[config.mk]
export PLATFORM = sky130hd
export DESIGN_NAME = hid_key_event_gen
export DESIGN_NICKNAME = d
export VERILOG_FILES = /design/src/rtl/hid_key_event_gen.sv
export SDC_FILE = /design/constraint.sdc
export NUM_CORES = 1
export LEC_CHECK = 0
export BUFFER_PORTS_ARGS = -buffer_cell sky130_fd_sc_hd__buf_2
export CORE_MARGIN = 1.5
export CORE_UTILIZATION = 45
export DETAILED_ROUTE_END_ITERATION = 7
export GPL_TIMING_DRIVEN = 0
export PLACE_DENSITY_LB_ADDON = 0.15
export SLEW_MARGIN = 5
export SYNTH_ARGS = -nofsm -noshare
export SYNTH_HDL_FRONTEND = slang
export SYNTH_SLANG_ARGS = --single-unit
[constraint.sdc]
create_clock -name clk_48m -period 8.5 [get_ports clk_48m]
set_input_delay 1.7 -clock clk_48m [delete_from_list [all_inputs] [get_ports clk_48m]]
set_output_delay 1.7 -clock clk_48m [all_outputs]
set_load 0.02 [all_outputs]
[src/rtl/hid_key_event_gen.sv]
// ============================================================================
// hid_key_event_gen
//
// Purpose:
//   Converts boot-protocol keyboard snapshots from the USB HID host into an
//   ordered stream of per-key make/break events. Each accepted report is
//   diffed against the previously accepted one, one candidate per cycle:
//   eight modifier bits, then six release slots, then six press slots. The
//   resulting events are queued in a first-word-fall-through FIFO.
//
// Ports:
//   clk_48m         system clock
//   rstn            asynchronous active-low reset
//   report_valid    single-cycle strobe, new snapshot on kbd_* inputs
//   kbd_connected   keyboard present; 0 turns the snapshot into "all up"
//   kbd_modifiers   modifier bitmap, bit0 = LCtrl .. bit7 = RGUI
//   kbd_keycodes    six keycodes, slot k = [8k+7:8k]
//   report_busy     diff engine scanning; reports arriving now are dropped
//   report_overrun  sticky flag: a report was dropped (busy or rollover)
//   overrun_clr     single-cycle strobe clearing report_overrun
//   evt_valid       event FIFO non-empty
//   evt_ready       consumer accepts the head event
//   evt_code        HID usage of head event (modifiers map to 0xE0+bit)
//   evt_make        1 = press, 0 = release
//   evt_level       current FIFO occupancy
// ============================================================================
module hid_key_event_gen #(
    parameter int FIFO_DEPTH = 16,
    parameter int FIFO_AW    = 4
) (
    input  logic               clk_48m,
    input  logic               rstn,
    input  logic               report_valid,
    input  logic               kbd_connected,
    input  logic [7:0]         kbd_modifiers,
    input  logic [47:0]        kbd_keycodes,
    output logic               report_busy,
    output logic               report_overrun,
    input  logic               overrun_clr,
    output logic               evt_valid,
    input  logic               evt_ready,
    output logic [7:0]         evt_code,
    output logic               evt_make,
    output logic [FIFO_AW:0]   evt_level
);

    typedef enum logic [1:0] {
        S_IDLE = 2'd0,
        S_MOD  = 2'd1,
        S_REL  = 2'd2,
        S_PRS  = 2'd3
    } state_t;

    localparam logic [FIFO_AW:0] DEPTH_L = FIFO_DEPTH[FIFO_AW:0];

    // ------------------------------------------------------------------
    // Helpers
    // ------------------------------------------------------------------
    function automatic logic [7:0] key_at(input logic [47:0] keys, input logic [2:0] k);
        logic [7:0] r;
        r = 8'h00;
        for (int j = 0; j < 6; j++) begin
            if (int'(k) == j) r = keys[j*8 +: 8];
        end
        return r;
    endfunction

    function automatic logic key_in(input logic [7:0] code, input logic [47:0] keys);
        logic hit;
        hit = 1'b0;
        for (int j = 0; j < 6; j++) begin
            if (keys[j*8 +: 8] == code) hit = 1'b1;
        end
        return hit;
    endfunction

    // True when slot k repeats a code already seen in a lower slot, so that
    // duplicated keycodes within one report produce only one event.
    function automatic logic dup_before(input logic [47:0] keys, input logic [2:0] k);
        logic hit;
        logic [7:0] cur;
        hit = 1'b0;
        cur = key_at(keys, k);
        for (int j = 0; j < 6; j++) begin
            if (j < int'(k) && keys[j*8 +: 8] == cur) hit = 1'b1;
        end
        return hit;
    endfunction

    function automatic logic has_rollover(input logic [47:0] keys);
        logic hit;
        hit = 1'b0;
        for (int j = 0; j < 6; j++) begin
            if (keys[j*8 +: 8] >= 8'h01 && keys[j*8 +: 8] <= 8'h03) hit = 1'b1;
        end
        return hit;
    endfunction

    // ------------------------------------------------------------------
    // State
    // ------------------------------------------------------------------
    state_t             state_q;
    logic [2:0]         idx_q;
    logic [7:0]         new_mod_q;
    logic [47:0]        new_keys_q;
    logic [7:0]         prev_mod_q;
    logic [47:0]        prev_keys_q;
    logic               busy_q;
    logic               overrun_q;

    logic [8:0]         mem_q [FIFO_DEPTH];
    logic [FIFO_AW-1:0] wr_ptr_q;
    logic [FIFO_AW-1:0] rd_ptr_q;
    logic [FIFO_AW:0]   level_q;
    logic [FIFO_AW:0]   level_d;

    // ------------------------------------------------------------------
    // Incoming snapshot: a disconnected keyboard reads as all keys up.
    // ------------------------------------------------------------------
    logic [7:0]  in_mod;
    logic [47:0] in_keys;
    logic        in_rollover;

    always_comb begin
        in_mod      = kbd_connected ? kbd_modifiers : 8'h00;
        in_keys     = kbd_connected ? kbd_keycodes  : 48'h0;
        in_rollover = has_rollover(in_keys);
    end

    // ------------------------------------------------------------------
    // Candidate event for the current scan step
    // ------------------------------------------------------------------
    logic       cand_push;
    logic [7:0] cand_code;
    logic       cand_make;
    logic [7:0] cur_prev;
    logic [7:0] cur_new;

    always_comb begin
        cand_push = 1'b0;
        cand_code = 8'h00;
        cand_make = 1'b0;
        cur_prev  = key_at(prev_keys_q, idx_q);
        cur_new   = key_at(new_keys_q, idx_q);
        case (state_q)
            S_MOD: begin
                cand_push = new_mod_q[idx_q] != prev_mod_q[idx_q];
                cand_code = 8'hE0 + {5'b00000, idx_q};
                cand_make = new_mod_q[idx_q];
            end
            S_REL: begin
                cand_push = (cur_prev != 8'h00) && !key_in(cur_prev, new_keys_q)
                            && !dup_before(prev_keys_q, idx_q);
                cand_code = cur_prev;
                cand_make = 1'b0;
            end
            S_PRS: begin
                cand_push = (cur_new != 8'h00) && !key_in(cur_new, prev_keys_q)
                            && !dup_before(new_keys_q, idx_q);
                cand_code = cur_new;
                cand_make = 1'b1;
            end
            default: begin
                cand_push = 1'b0;
            end
        endcase
    end

    // Fullness uses the registered level only: a pop in the same cycle does
    // not make room, which keeps the push decision off the consumer path.
    logic fifo_full;
    logic push;
    logic pop;
    logic step_done;

    always_comb begin
        fifo_full = (level_q == DEPTH_L);
        push      = cand_push & ~fifo_full;
        step_done = ~cand_push | ~fifo_full;
        pop       = (level_q != '0) & evt_ready;
    end

    // ------------------------------------------------------------------
    // Diff FSM
    // ------------------------------------------------------------------
    always_ff @(posedge clk_48m or negedge rstn) begin
        if (!rstn) begin
            state_q     <= S_IDLE;
            idx_q       <= 3'd0;
            new_mod_q   <= 8'h00;
            new_keys_q  <= 48'h0;
            prev_mod_q  <= 8'h00;
            prev_keys_q <= 48'h0;
            busy_q      <= 1'b0;
            overrun_q   <= 1'b0;
        end else begin
            // Setting has priority over clearing.
            if (report_valid && (busy_q || in_rollover)) begin
                overrun_q <= 1'b1;
            end else if (overrun_clr) begin
                overrun_q <= 1'b0;
            end

            case (state_q)
                S_IDLE: begin
                    if (report_valid && !in_rollover) begin
                        new_mod_q  <= in_mod;
                        new_keys_q <= in_keys;
                        idx_q      <= 3'd0;
                        state_q    <= S_MOD;
                        busy_q     <= 1'b1;
                    end
                end
                S_MOD: begin
                    if (step_done) begin
                        if (idx_q == 3'd7) begin
                            idx_q   <= 3'd0;
                            state_q <= S_REL;
                        end else begin
                            idx_q <= idx_q + 3'd1;
                        end
                    end
                end
                S_REL: begin
                    if (step_done) begin
                        if (idx_q == 3'd5) begin
                            idx_q   <= 3'd0;
                            state_q <= S_PRS;
                        end else begin
                            idx_q <= idx_q + 3'd1;
                        end
                    end
                end
                S_PRS: begin
                    if (step_done) begin
                        if (idx_q == 3'd5) begin
                            idx_q       <= 3'd0;
                            state_q     <= S_IDLE;
                            busy_q      <= 1'b0;
                            prev_mod_q  <= new_mod_q;
                            prev_keys_q <= new_keys_q;
                        end else begin
                            idx_q <= idx_q + 3'd1;
                        end
                    end
                end
                default: begin
                    state_q <= S_IDLE;
                end
            endcase
        end
    end

    // ------------------------------------------------------------------
    // Event FIFO (first-word-fall-through)
    // ------------------------------------------------------------------
    always_comb begin
        level_d = level_q;
        case ({push, pop})
            2'b10:   level_d = level_q + 1'b1;
            2'b01:   level_d = level_q - 1'b1;
            default: level_d = level_q;
        endcase
    end

    always_ff @(posedge clk_48m or negedge rstn) begin
        if (!rstn) begin
            wr_ptr_q <= '0;
            rd_ptr_q <= '0;
            level_q  <= '0;
        end else begin
            if (push) wr_ptr_q <= wr_ptr_q + 1'b1;
            if (pop)  rd_ptr_q <= rd_ptr_q + 1'b1;
            level_q <= level_d;
        end
    end

    // Storage needs no reset: outputs are masked while the FIFO is empty.
    always_ff @(posedge clk_48m) begin
        if (push) mem_q[wr_ptr_q] <= {cand_code, cand_make};
    end

    logic [8:0] head;

    always_comb begin
        head           = mem_q[rd_ptr_q];
        evt_valid      = (level_q != '0);
        evt_code       = evt_valid ? head[8:1] : 8'h00;
        evt_make       = evt_valid ? head[0]   : 1'b0;
        evt_level      = level_q;
        report_busy    = busy_q;
        report_overrun = overrun_q;
    end

endmodule

==> results list <==
- Buffering stage count on the worst path with inverters included: 7
- Global route overflow: 0
* Largest driver fanout on the critical path: 19
- The die covers 39600 µm².
- In this run the vertical extent of the chip is 199 µm.
- Number of buffers created by CTS: 31
- For this run, the detailed router's first-pass iteration total came to 6.
- The setup path with the least slack is of type flip-flop to flip-flop.
- Number of sinks handled by clock tree synthesis: 276
- Number of unique standard cell types used by synthesis: 96
- The die is 199 µm wide.
- The total count of hold-check failures in the final report came to 0.
* GRT Max-Usage Layer: met1
* Clock period minus worst slack: 8.39 ns
* Layout cell share with drive strength beyond 1: 18.9%
- The initial antenna violation count is 1.
* Final instance area: 19500 µm²
- GR met3 Demand/Resource: 10.2%
- After filler insertion, the fill cell instance count of the layout stands at 3492.
- CTS built an H-tree with a depth of 1.
- Wire length of the first global-routing pass: 104000 µm
- Cell repeated most along the worst path: sky130_fd_sc_hd__buf_2
- Met1 routing resource usage after global routing: 54.3%
- After the last flow step, the layout net total stands at 1849.
* Status: finished, final reports clean
- Cell with the most instances after synthesis: sky130_fd_sc_hd__nand2_1
- The number of hold buffers added after CTS was 0.
- For this block, the initial DRC count from the detailed router was 2011.
- Number of synthesized register bits: 276
* Ranking of synthesized cells by instance count: sky130_fd_sc_hd__nand2_1, sky130_fd_sc_hd__edfxtp_1, sky130_fd_sc_hd__dfrtp_1, sky130_fd_sc_hd__o21ai_0, sky130_fd_sc_hd__clkbuf_1
- The final max-slew violation count came to 0.
- Initial Utilization: 45.7%
* Clock latency on the worst-skew pair: 0.59 ns
- The design draws 0.00801 W.
* Critical Path End Type: flip-flop
* Via count of the first global-routing pass: 14400
* Mean area per synthesized cell: 10.5 µm²
- After clock tree synthesis, the clock-pin slew on the worst setup and hold paths is 0.06 ns.
- Global routing used 51.9% of the available met2 tracks.
- Fraction of the cycle the final worst path needs: 98.7%
* Total number of vias: 15100
* Max_slew headroom: 20.1%
- Setup violations remaining at the end of the flow were counted as 0.
- During I/O placement, the number of pins put on the boundary was 79.
- Synthesis produced a netlist whose cell count is 1648.
- Compared with the post-synthesis result, the final layout area differs by 13.0%.
- In the final layout, flip-flops and latches occupy 7630 µm².
* Cell Rows: 71
- Input/output buffers: 78
- Yosys printed 0 warnings.
- In this run the critical register-to-register path is captured at evt_level[4].
* Max rail drop VDD: 260 µV
- Measured in cells, the most critical reg-to-reg path has a length of 25.
- Along the worst hold path, the cell count comes to 2.
- Gr usage total: 37.4%
- Clock buffer depth: 3
- Summing all multi-input logic gate instances after layout gives 8840 µm².
- Min-Delay Path Class: flip-flop to flip-flop
- Remaining routing DRC violations: 0
- Of all flip-flops after synthesis, the portion carrying an async set or reset was 47.8%.
- Power spread over the standard cell area amounts to 411 nW/µm².
- Data arrival at the endpoint of the critical path: 8.84 ns
- Setup repair after global routing left no endpoint under its margin.
- STA classifies the critical path startpoint as a flip-flop.
- The synthesized netlist occupies a cell area of 17300 µm².
- Largest net degree at the start of global routing: 70
* Core outline area: 37800 µm²
* Fraction of the yosys area taken by sequential cells: 44.2%
- In this run the most critical hold path is launched from new_mod_q[6].
- HPWL Detailed: 54900 µm
- Maximum clock skew at final layout: 0.0300 ns
- Routed WL: 73200 µm
- After synthesis, the cell types taking the most area are sky130_fd_sc_hd__edfxtp_1, sky130_fd_sc_hd__dfrtp_1, sky130_fd_sc_hd__mux4_2.
- Top achievable clock speed: 0.119 GHz
* Launch instance of the worst register-to-register path: idx_q[2]
- The count of nets left with antenna violations once routing finished came out at 0.
- DR WL/cell: 31.8 µm
- Among all flip-flop cells after synthesis, the most frequent one is sky130_fd_sc_hd__edfxtp_1.
- The tree is rooted in a sky130_fd_sc_hd__clkbuf_16.
- Worst min-delay path endpoint: new_mod_q[6]
- After detailed placement, the total cell area comes to 18500 µm².
- Last weighted congestion value of the routability-driven placer: 1.04
- TritonCTS clock tree: done
- Post-synthesis cell type with the largest combined area: sky130_fd_sc_hd__edfxtp_1
- On the worst path, the slowest cell contributes a delay of 0.71 ns.
- Slowest-stage cell, CP: sky130_fd_sc_hd__o21ai_0
* Worst reg2reg setup slack: 0.11 ns
- Required time reported for the critical path endpoint: 8.95 ns
- The analysis attributes to cell leakage a power of 7.54 nW.
- In this run, synthesis inferred 144 flip-flops with an integrated enable.
- At the pin with the least slew margin, the transition time is 1.19 ns.
* Area share of the largest cell type after synthesis: 25.0%
- Dividing the detail-routed via count by the number of cells gives 6.57.
* Net count after synthesis: 1730
- Max-cap violations in this run came to 0.
- Cell type group with the largest total delay on the critical path: buffers and inverters
[logic make-up after synthesis]
| logic type | count (synthesis) | share of synthesized area, % |
|---|---|---|
| fa+ha+maj | 20 | 1.49 |
| mux | 126 | 11.9 |
| xor+xnor | 97 | 4.92 |
| compound gates | 423 | 17.0 |
| flops | 276 | 44.2 |
| buf+inv | 190 | 5.20 |
| simple gates | 516 | 15.2 |
[routing by layer]
layer | part of all wire, % | wire length [µm]
met2 | 40 | 29600
met4 | 4.9 | 3620
met5 | 0 | 0
met3 | 12 | 8680
met1 | 43 | 31300
[per-stage QoR]
stage | TNS (ns) | std cells | worst slack [ns] | util, % | hold WS [ns]
detailed placement | -6.10 | 2246 | -0.488 | 48.9 | 0.500
CTS | 0 | 2302 | 0.143 | 51.6 | 0.515
finish | 0 | 2303 | 0.110 | 51.7 | 0.509
global placement | -71.53 | 2237 | -1.26 | 48.5 | 0.493
global route | 0 | 2302 | 0.0500 | 51.7 | 0.519
floorplan | 0 | 1648 | 2.88 | - | 0.466
[worst max path at each step]
stage             start           end  slack, ns  cells after the start
6_report       idx_q[2]  evt_level[4]       0.11                     25
5_1_grt        idx_q[2]  evt_level[4]       0.05                     25
4_1_cts        idx_q[0]  evt_level[4]       0.14                     24
3_5_place_dp   idx_q[2]  evt_level[4]      -0.49                     26
3_3_place_gp   idx_q[2]   mem_q[2][5]      -1.26                     19
2_1_floorplan  idx_q[2]  evt_level[4]       2.88                     25
[what timing repair did]
action / in CTS / in global routing
setup endpoints to repair: 76 / 11
buffers inserted: 0 / 0
resized for setup: 3 / 4
[layout by cell type (no fill, tap or decap), types with 18 or more instances in the layout]
master	netlist	final
sky130_fd_sc_hd__inv_1	37	37
sky130_fd_sc_hd__nand3_1	33	33
sky130_fd_sc_hd__clkbuf_1	79	80
sky130_fd_sc_hd__nor2_1	60	60
sky130_fd_sc_hd__mux2_2	23	23
sky130_fd_sc_hd__clkbuf_16	0	31
sky130_fd_sc_hd__nand2_1	199	199
sky130_fd_sc_hd__xnor2_1	74	74
sky130_fd_sc_hd__mux2i_1	19	19
sky130_fd_sc_hd__o21ai_0	100	100
sky130_fd_sc_hd__nor4_1	24	24
sky130_fd_sc_hd__o22ai_1	38	38
sky130_fd_sc_hd__ha_1	19	19
sky130_fd_sc_hd__a21oi_1	55	54
sky130_fd_sc_hd__edfxtp_1	144	144
sky130_fd_sc_hd__xor2_1	23	23
sky130_fd_sc_hd__nor2b_1	41	41
sky130_fd_sc_hd__mux4_2	47	47
sky130_fd_sc_hd__mux2_4	37	37
sky130_fd_sc_hd__dfrtp_1	132	132
sky130_fd_sc_hd__nand4_1	27	27
sky130_fd_sc_hd__nand2b_1	20	20
sky130_fd_sc_hd__buf_2	30	107
sky130_fd_sc_hd__buf_1	24	23
sky130_fd_sc_hd__a31oi_1	21	18
sky130_fd_sc_hd__nor3_1	25	18
[worst reg2reg max path: stages, from the launching register on]
cell and delay, ns:
sky130_fd_sc_hd__dfrtp_1 0.34, sky130_fd_sc_hd__buf_2 0.33, sky130_fd_sc_hd__clkinv_1 0.48, sky130_fd_sc_hd__clkbuf_2 0.54, sky130_fd_sc_hd__ha_1 0.37, sky130_fd_sc_hd__buf_2 0.23
sky130_fd_sc_hd__or2_1 0.27, sky130_fd_sc_hd__clkbuf_1 0.30, sky130_fd_sc_hd__o21ai_0 0.71, sky130_fd_sc_hd__a32oi_2 0.36, sky130_fd_sc_hd__buf_4 0.31, sky130_fd_sc_hd__xnor2_1 0.16
sky130_fd_sc_hd__nand3_1 0.11, sky130_fd_sc_hd__nor4_1 0.08, sky130_fd_sc_hd__a211oi_1 0.67, sky130_fd_sc_hd__nand4_1 0.41, sky130_fd_sc_hd__o211ai_1 0.37, sky130_fd_sc_hd__nand2_1 0.43
sky130_fd_sc_hd__buf_2 0.33, sky130_fd_sc_hd__ha_1 0.30, sky130_fd_sc_hd__fa_1 0.43, sky130_fd_sc_hd__a21o_1 0.19, sky130_fd_sc_hd__a21oi_1 0.16, sky130_fd_sc_hd__xor2_1 0.17
sky130_fd_sc_hd__nor2_1 0.07, sky130_fd_sc_hd__xor2_1 0.15
[power breakdown]
part	internal (W)	switching [W]	total, W
combinational	0.00158	0.00306	0.00464
clock	0.000785	0.000570	0.00136
sequential	0.00177	0.000246	0.00202
[area by class of cell]
cell class,count,share of cell area [%]
multi-input combinational,1182,45.3
clock buffer,37,4.24
buffer,150,3.85
timing repair buffer,87,2.50
clock inverter,20,0.981
antenna,1,0.0128
inverter,39,0.750
tap,511,3.28
sequential,276,39.1
[state kept, by name, indices dropped and copies added (netlist names), 3 cells and up]
| signal | flops |
|---|---|
| new_keys_q | 48 |
| prev_mod_q | 8 |
| mem_q | 144 |
| wr_ptr_q | 4 |
| rd_ptr_q | 4 |
| new_mod_q | 8 |
| evt_level | 5 |
| prev_keys_q | 48 |
| idx_q | 3 |
(Power assumes the default switching activity.)
